<file path="src/rtl/seq_bit_serializer.sv">
// Parallel-to-serial feeder for the serial sequence detector.
// Words enter over valid/ready and leave one bit per clock on x; a one-word hold buffer keeps words streaming back to back.
module seq_bit_serializer #(
  parameter int unsigned W         = 8,
  parameter bit          MSB_FIRST = 1'b1,
  parameter bit          IDLE_BIT  = 1'b0
) (
  input  logic         clk,
  input  logic         rst_n,
  input  logic [W-1:0] in_data,
  input  logic         in_valid,
  output logic         in_ready,
  output logic         x,
  output logic         x_valid,
  output logic         word_start,
  output logic         word_done,
  output logic         busy
);

  localparam int unsigned   CW       = (W > 1) ? $clog2(W) : 1;
  localparam logic [CW-1:0] CNT_LAST = CW'(W - 1);

  typedef enum logic {
    S_IDLE  = 1'b0,
    S_SHIFT = 1'b1
  } state_e;

  state_e        state;
  state_e        state_n;
  logic [CW-1:0] cnt;
  logic [CW-1:0] cnt_n;
  logic [W-1:0]  shreg;
  logic [W-1:0]  shreg_n;
  logic [W-1:0]  hold;
  logic [W-1:0]  hold_n;
  logic          hold_full;
  logic          hold_full_n;

  logic          x_n;
  logic          x_valid_n;
  logic          word_start_n;
  logic          word_done_n;
  logic          busy_n;

  logic          free_c;
  logic          accept_c;

  // Shifter can take a new word when idle or while its last bit is on x.
  assign free_c   = (state == S_IDLE) || (cnt == CNT_LAST);
  assign accept_c = in_valid && !hold_full;
  assign in_ready = !hold_full;

  // State register, datapath and registered outputs.
  always_ff @(posedge clk or negedge rst_n) begin
    if (!rst_n) begin
      state      <= S_IDLE;
      cnt        <= '0;
      shreg      <= '0;
      hold       <= '0;
      hold_full  <= 1'b0;
      x          <= IDLE_BIT;
      x_valid    <= 1'b0;
      word_start <= 1'b0;
      word_done  <= 1'b0;
      busy       <= 1'b0;
    end else begin
      state      <= state_n;
      cnt        <= cnt_n;
      shreg      <= shreg_n;
      hold       <= hold_n;
      hold_full  <= hold_full_n;
      x          <= x_n;
      x_valid    <= x_valid_n;
      word_start <= word_start_n;
      word_done  <= word_done_n;
      busy       <= busy_n;
    end
  end

  // Next-state: held word has priority over a bypass load when the shifter frees up.
  always_comb begin
    state_n     = state;
    cnt_n       = cnt;
    shreg_n     = shreg;
    hold_n      = hold;
    hold_full_n = hold_full;
    if (free_c) begin
      if (hold_full) begin
        state_n     = S_SHIFT;
        cnt_n       = '0;
        shreg_n     = hold;
        hold_full_n = 1'b0;
      end else if (accept_c) begin
        state_n = S_SHIFT;
        cnt_n   = '0;
        shreg_n = in_data;
      end else begin
        state_n = S_IDLE;
        cnt_n   = '0;
      end
    end else begin
      cnt_n   = cnt + CW'(1);
      shreg_n = MSB_FIRST ? (shreg << 1) : (shreg >> 1);
      if (accept_c) begin
        hold_n      = in_data;
        hold_full_n = 1'b1;
      end
    end
  end

  // Outputs for the next cycle are derived from the next state so x and strobes stay aligned.
  always_comb begin
    x_n          = IDLE_BIT;
    x_valid_n    = 1'b0;
    word_start_n = 1'b0;
    word_done_n  = 1'b0;
    busy_n       = (state_n == S_SHIFT) || hold_full_n;
    if (state_n == S_SHIFT) begin
      x_n          = MSB_FIRST ? shreg_n[W-1] : shreg_n[0];
      x_valid_n    = 1'b1;
      word_start_n = (cnt_n == '0);
      word_done_n  = (cnt_n == CNT_LAST);
    end
  end

endmodule

</file>
<file path="config.mk">
export PLATFORM = sky130hd
export DESIGN_NAME = seq_bit_serializer
export DESIGN_NICKNAME = d
export VERILOG_FILES = /design/src/rtl/seq_bit_serializer.sv
export SDC_FILE = /design/constraint.sdc
export NUM_CORES = 1
export LEC_CHECK = 0
export CAP_MARGIN = 20
export CORE_MARGIN = 10
export CORE_UTILIZATION = 23
export CTS_CLUSTER_SIZE = 30
export DETAILED_ROUTE_END_ITERATION = 12
export GPL_TIMING_DRIVEN = 0
export HOLD_SLACK_MARGIN = 0.03
export PLACE_DENSITY = 0.5
export SLEW_MARGIN = 0
export SYNTH_ARGS = -nofsm -noshare
export SYNTH_HDL_FRONTEND = slang
export SYNTH_SLANG_ARGS = --single-unit
</file>
<file path="constraint.sdc">
create_clock -name clk -period 1.6 [get_ports clk]
set_input_delay 0.32 -clock clk [delete_from_list [all_inputs] [get_ports clk]]
set_output_delay 0.32 -clock clk [all_outputs]
set_load 0.01 [all_outputs]
</file>
* After elaboration in Yosys (flattened, before gate mapping) *
Cells that the tools add are included.

word-level totals
  bits in registers = 26
  output and inout bits = 6
  word-level logic and storage cells = 36

cells by class
  add/sub/neg operators = 1
  equal/unequal tests = 3
  muxes and demuxes = 13
  bitwise logic cells = 2
  reductions and logical operators = 6

operator list
  operator             count
  $mux 8               3
  $mux 1               9
  $eq 3x3->1 const B   2
  $add 3x1->3 const B  1
  $logic_not 3->1      1
  $mux 3               1
  $ne 3x2->1 const B   1
  $logic_or 1x1->1     2
  $not 1->1            2
  $reduce_and 2->1     1
  $logic_and 1x1->1    1
  $logic_not 1->1      1

* Logic depth before layout (Yosys ltp) *
Gate-level depths: netlist of the first run.

  depth in word-level cells = 6
  gate-level depth with buffers = 6

* Worst setup path after synthesis of the first run *
No wires, ideal clock.

  path type = reg2reg
  start = register cnt[0]
  end = register hold[0]
  library setup time = 125 ps
  arrival = 1,523 ps
  setup slack = -48 ps
  stages on the path, launching flop included = 7
  clock period less this slack = 1,648 ps
  cells stage by stage = dfrtp_1 > ha_1 > ha_1 > nor2b_4 > and3_4 > buf_6 > mux2_4

on the way
  word-level cells in the longest chain between the ends = 4

ends and longest elaborated chain
  element                     RTL line  RTL
  start: declaration          30        logic [CW-1:0] cnt;
  start signal: assignment    68        cnt <= cnt_n;
  $eq 3x3->1                  49        assign free_c = (state == S_IDLE) || (cnt == CNT_LAST);
  $logic_or 1x1->1            49
  $not 1->1 (no line)         n/a
  $reduce_and 2->1 (no line)  n/a
  end signal: assignment      70        hold <= hold_n;
  end: declaration            34        logic [W-1:0] hold;

Every way passes these cells.
A chain may end at the register's enable or synchronous reset.

* Worst setup path after layout of the first run *
  start = register cnt[0]
  end = register hold[4]

Same word-level chain as after synthesis.

==> impl_metrics.yaml, run 1 <==
status:
  status: "completed"
power_and_ir_drop:
  leakage_uw: 0.000612
  pwr-share-clk: 0.175
  pwr-share-seq: 0.410
  swShare: 0.307
  power.switching_uw: 722
  cellPowerDensity_nw_per_um2: 1660
  ir_drop_mv: 0.418
  p_comb_frac: 0.416
  p_int_uw: 1630
critical_path:
  crit_slowest_cell: "dfrtp_1"
  slowest_delay_ps: 390
  r2r_end: "hold[4]"
  required_ps: 1750
  critPathTopFamily: "flip-flops"
  r2r_setup_slack_ps: 10
  worstPathCellList: "ha_2, ha_4, nor2b_4, and3_4, buf_12, mux2_4"
  reg2reg_from: "cnt[0]"
  rr_worst_depth: 6
  worstPathArrival_ps: 1740
  crit_fanout: 8
  cp-start-kind: "flip-flop"
  end_kind: "flip-flop"
  path_class: "reg2reg"
  path_buf_inv: 1
cells_and_area:
  diodes: 0
  syn_to_final_growth_pct: 30.5
  fin_nets: 128
  final_common_cell: "dfrtp_1"
  drive_gt1_frac: 0.228
  fin_area_um2: 1420
  post-route-util: 0.317
  final_cell_mix: "dfrtp_1, clkdlybuf4s50_1, o21ai_0"
cts:
  cts_sinks: 24
  htreeDepth: 1
  cts_hold_buf: 0
  cts_buffers: 3
  clk_latency_ps: 260
  clk_pin_slew_ps: 90
  cts_tree: "built"
  cts-root-buf: "clkbuf_8"
  clockBufferDepth: 2
synthesis:
  syn_area_per_cell_um2: 11.9
  synthesis.nets: 104
  synth_cells: 91
  ys_types: 24
  synth_warnings: 0
  ys_ff_latch: 24
  syn_area_um2: 1090
  seq_area_frac_synth: 0.553
detailed_routing:
  antenna_left: 0
  vias: 751
  drc: 0
  wl_per_cell_um: 14.4
  wirelength_um: 2400
  avgViaCountPerCell: 4.52
  drtIter0Drc: 31
  dr.pass1.iters: 4
timing:
  worst_pin_slew_ps: 577
  finClkSkew_ps: 6.64
  rsz0062_at_grt: "yes"
  min_period_ps: 1590
  holdWs_ps: 417
  relSlewSlack: 0.614
  hold_viol: 0
  report.final.slew_viol_count: 0
  setup_viol_count_final: 0
  fin_ws_ps: 12.4
  max_freq_ghz: 0.630
  period_share: 0.992
floorplan:
  rows: 24
  ioPinCount: 17
  initial_core_util: 0.243
  die_w_um: 88.7
  die_area_um2: 7870
  core_um2: 4470
  chipHeight_um: 88.7
placed_design:
  gp_congestion: 0.778
  dp_hpwl_um: 1680
  port_buffers: 16
  dp_worst_setup_slack_ps: -209
  dpl_cell_area_um2: 1320
hold_path:
  hp-class: "in2async"
global_route:
  grt_pass1_wl_um: 3940
  overflow: 0
  antenna_found_initial: 0
  grt_pass1_vias: 802
  grt.total_usage: 0.0656
  grt_max_degree: 25
job:
  drv_cap: 0
## logic make-up after synthesis
family,after synthesis,synth area share
AOI/OAI and AO/OA,23,0.122
adders and majority gates,2,0.0230
buffers and inverters,7,0.0438
DFF,24,0.553
muxes,9,0.120
and+or+nand+nor,26,0.138
## per-layer routing
metal  global-route usage  routed length [µm]  vias to the layer above
met1               0.0789                1110                      374
met2                0.104                1110                       13
met5                    0                   0                        -
li1                     -                   -                      362
met3               0.0156                 140                        2
met4               0.0396                  36                        0
## final cells by class
class / instances / area, µm²
Fill cell: 447 / 3060
Sequential cell: 24 / 601
Multi-Input combinational cell: 60 / 453
Timing Repair Buffer: 19 / 185
Tap cell: 52 / 65.1
Clock buffer: 4 / 55.1
Buffer: 6 / 55.1
Inverter: 1 / 3.75
## registers in the layout (all words and copies together), names as in the netlist
| signal | cells |
|---|---|
| state | 1 |
| shreg | 7 |
| word_done | 1 |
| cnt | 3 |
| hold_full | 1 |
| word_start | 1 |
| hold | 8 |
| busy | 1 |
| x | 1 |
## power groups by stage
| stage | registers (µW) | clock network, µW | logic (µW) |
|---|---|---|---|
| 5_1_grt | 994 | 443 | 1080 |
| 3_3_place_gp | 967 | 0 | 886 |
| 3_5_place_dp | 977 | 0 | 921 |
| 6_report | 963 | 411 | 978 |
| 2_1_floorplan | 959 | 0 | 647 |
| 4_1_cts | 965 | 425 | 995 |
## cells in the mapped netlist, drive strengths merged
library cell	count	area (µm²)
nor2	3	11.3
ha	2	25.0
nand3b	1	7.51
nand2	9	33.8
and3	1	11.3
buf	5	40.0
dfrtp	24	601
o22ai	1	6.26
a211oi	6	45.0
nand2b	1	6.26
and2b	1	7.51
mux2	8	120
and3b	1	8.76
a31oi	1	6.26
and2	3	18.8
o21ai	14	70.1
clkbuf	1	3.75
mux2i	1	10.0
inv	1	3.75
nor2b	6	45.0
a21oi	1	5.00
## worst max-delay path by stage
stage,startpoint,cells after the start,endpoint,slack [ps]
global placement,in_valid,4,hold[4],-200
floorplan,cnt[0],6,hold[0],9
finish,cnt[0],6,hold[4],10
detailed placement,in_valid,4,hold[6],-210
CTS,cnt[1],6,hold[4],10
global route,cnt[1],6,hold[6],-50
## metrics by stage
step                      std cells  power [µW]  TNS, ps
final                           166        2350        0
after CTS                       165        2390        0
after detailed placement        159        1900    -4400
after floorplan                  91        1610        0
after global routing            166        2520     -392
after global placement          159        1850    -2980
## worst register-to-register path: stages, from the launching register on
cell     delay (ps)
dfrtp_1         390
ha_2            190
ha_4            160
nor2b_4         110
and3_4          190
buf_12          140
mux2_4          300
## repair_timing
action,CTS,global route
endpoints found under the setup margin,11,13
pin swaps,2,0
gates resized for setup,5,1
buffers inserted,2,0
gates cloned,0,0
(Power assumes the default switching activity.)
==> run 2, diff against run 1 <==
--- a/config.mk
+++ b/config.mk
@@ -13,6 +13,7 @@
 export GPL_TIMING_DRIVEN = 0
 export HOLD_SLACK_MARGIN = 0.03
 export PLACE_DENSITY = 0.5
+export RECOVER_POWER = 50
 export SLEW_MARGIN = 0
 export SYNTH_ARGS = -nofsm -noshare
 export SYNTH_HDL_FRONTEND = slang
==> run 2 against run 1 <==
Against the previous run:
- final cell count unchanged
- combinational power shrank 0.4%
- wire length increased by 0.13%
- sequential power is essentially flat
- final area shrank 0.71%
==> impl_metrics.yaml, run 2 (synthesis gave the netlist of run 1 again) <==
cts:
  htreeDepth: 1
  cts_sinks: 24
  clk_pin_slew_ps: 90
  cts_tree: "built"
  clk_latency_ps: 260
  cts_hold_buf: 0
  cts-root-buf: "clkbuf_8"
  cts_buffers: 3
  clockBufferDepth: 2
floorplan:
  die_area_um2: 7870
  core_um2: 4470
  ioPinCount: 17
  die_w_um: 88.7
  rows: 24
  initial_core_util: 0.243
  chipHeight_um: 88.7
critical_path:
  rr_worst_depth: 6
  crit_fanout: 8
  worstPathArrival_ps: 1740
  path_class: "reg2reg"
  cp-start-kind: "flip-flop"
  required_ps: 1750
  end_kind: "flip-flop"
cells_and_area:
  num-fill-cells: 448
  drive_gt1_frac: 0.228
  seq_area_um2: 601
  diodes: 0
  final_common_cell: "dfrtp_1"
  final_cell_mix: "dfrtp_1, o21ai_0, clkdlybuf4s50_1"
  multi_input_area_um2: 453
  largestRegisters: "hold (8), shreg (7), cnt (3)"
  largest_reg_flops: 8
  syn_to_final_growth_pct: 29.6
  final_cells: 166
  fin_nets: 128
  fin_area_um2: 1410
  regMostFlops: "hold"
global_route:
  grt_pass1_wl_um: 3940
  overflow: 0
  grt.total_usage: 0.0656
  antenna_found_initial: 0
  grt_max_degree: 25
  grt_pass1_vias: 802
power_and_ir_drop:
  ir_drop_mv: 0.418
  leakage_uw: 0.000609
  swShare: 0.307
  cellPowerDensity_nw_per_um2: 1670
  p_int_uw: 1630
  power.switching_uw: 721
  pwr-share-clk: 0.175
  power_uw: 2350
  p_comb_frac: 0.415
  pwr-share-seq: 0.410
detailed_routing:
  wl_met3_um: 140
  antenna_left: 0
  dr.pass1.iters: 4
  met2_length_um: 1110
  wirelength_um: 2400
  wl_met1_um: 1110
  drtIter0Drc: 28
  vias: 751
  avgViaCountPerCell: 4.52
  wl_per_cell_um: 14.4
  top_layer_used: "met4"
  drc: 0
timing:
  worst_pin_slew_ps: 535
  max_freq_ghz: 0.630
  rsz0062_at_grt: "yes"
  holdWs_ps: 467
  finClkSkew_ps: 6.64
  relSlewSlack: 0.642
  setup_viol_count_final: 0
  period_share: 0.992
  min_period_ps: 1590
  hold_viol: 0
  report.final.slew_viol_count: 0
placed_design:
  dpl_cell_area_um2: 1320
  placed_cells: 159
  dp_hpwl_um: 1680
  port_buffers: 16
  gp_congestion: 0.778
job:
  drv_cap: 0
status:
  status: "completed"
hold_path:
  hp-class: "in2async"
run 2: changes by cell type in the layout (fill, tap and decap cells not counted):
cell             delta
buf_8               -1
clkdlybuf4s50_1     -1
dlygate4sd3_1       +1
clkbuf_2            +1
run 2: power groups by stage:
stage	Sequential (µW)	Clock, µW	Combinational, µW
floorplan	959	0	647
global placement	967	0	886
detailed placement	977	0	921
CTS	965	425	995
global route	994	443	1080
finish	963	411	974
run 2: cell type report:
class                      count  share of cell area
timing repair buffer          19               0.124
multi-input combinational     60               0.322
clock buffer                   4              0.0391
inverter                       1             0.00267
buffer                         6              0.0391
tap                           52              0.0462
sequential                    24               0.427
run 2: path summary, 6_finish.rpt:
kind / start / endpoint / slack [ps]
min reg2reg: shreg[2] / shreg[3] / 490
max: cnt[0] / hold[4] / 10
max in group asynchronous: rst_n / cnt[2] / 390
min: rst_n / hold[1] / 470
min in group clk: shreg[2] / shreg[3] / 490
max reg2reg: cnt[0] / hold[4] / 10
run 2: routing by layer:
metal	vias to the layer above	track usage
met3	2	0.0156
met2	13	0.104
li1	362	-
met5	-	0
met1	374	0.0789
met4	0	0.0396
run 2: what timing repair did:
item,4_1_cts,5_1_grt
gates cloned,0,0
gates resized for setup,5,1
pin swaps,2,0
buffers inserted,2,0
setup endpoints to repair,11,13
run 2: stage by stage:
stage	TNS, ps	utilization	setup WS (ps)
2_1_floorplan	0	-	8.88
3_3_place_gp	-2980	0.295	-199
3_5_place_dp	-4400	0.295	-209
4_1_cts	0	0.315	10.0
5_1_grt	-392	0.315	-47.7
6_report	0	0.315	12.4
run 2: critical path, cell delays in order (launching register included):
cell and delay (ps):
dfrtp_1 390, ha_2 190, ha_4 160, nor2b_4 110
and3_4 190, buf_12 140, mux2_4 300
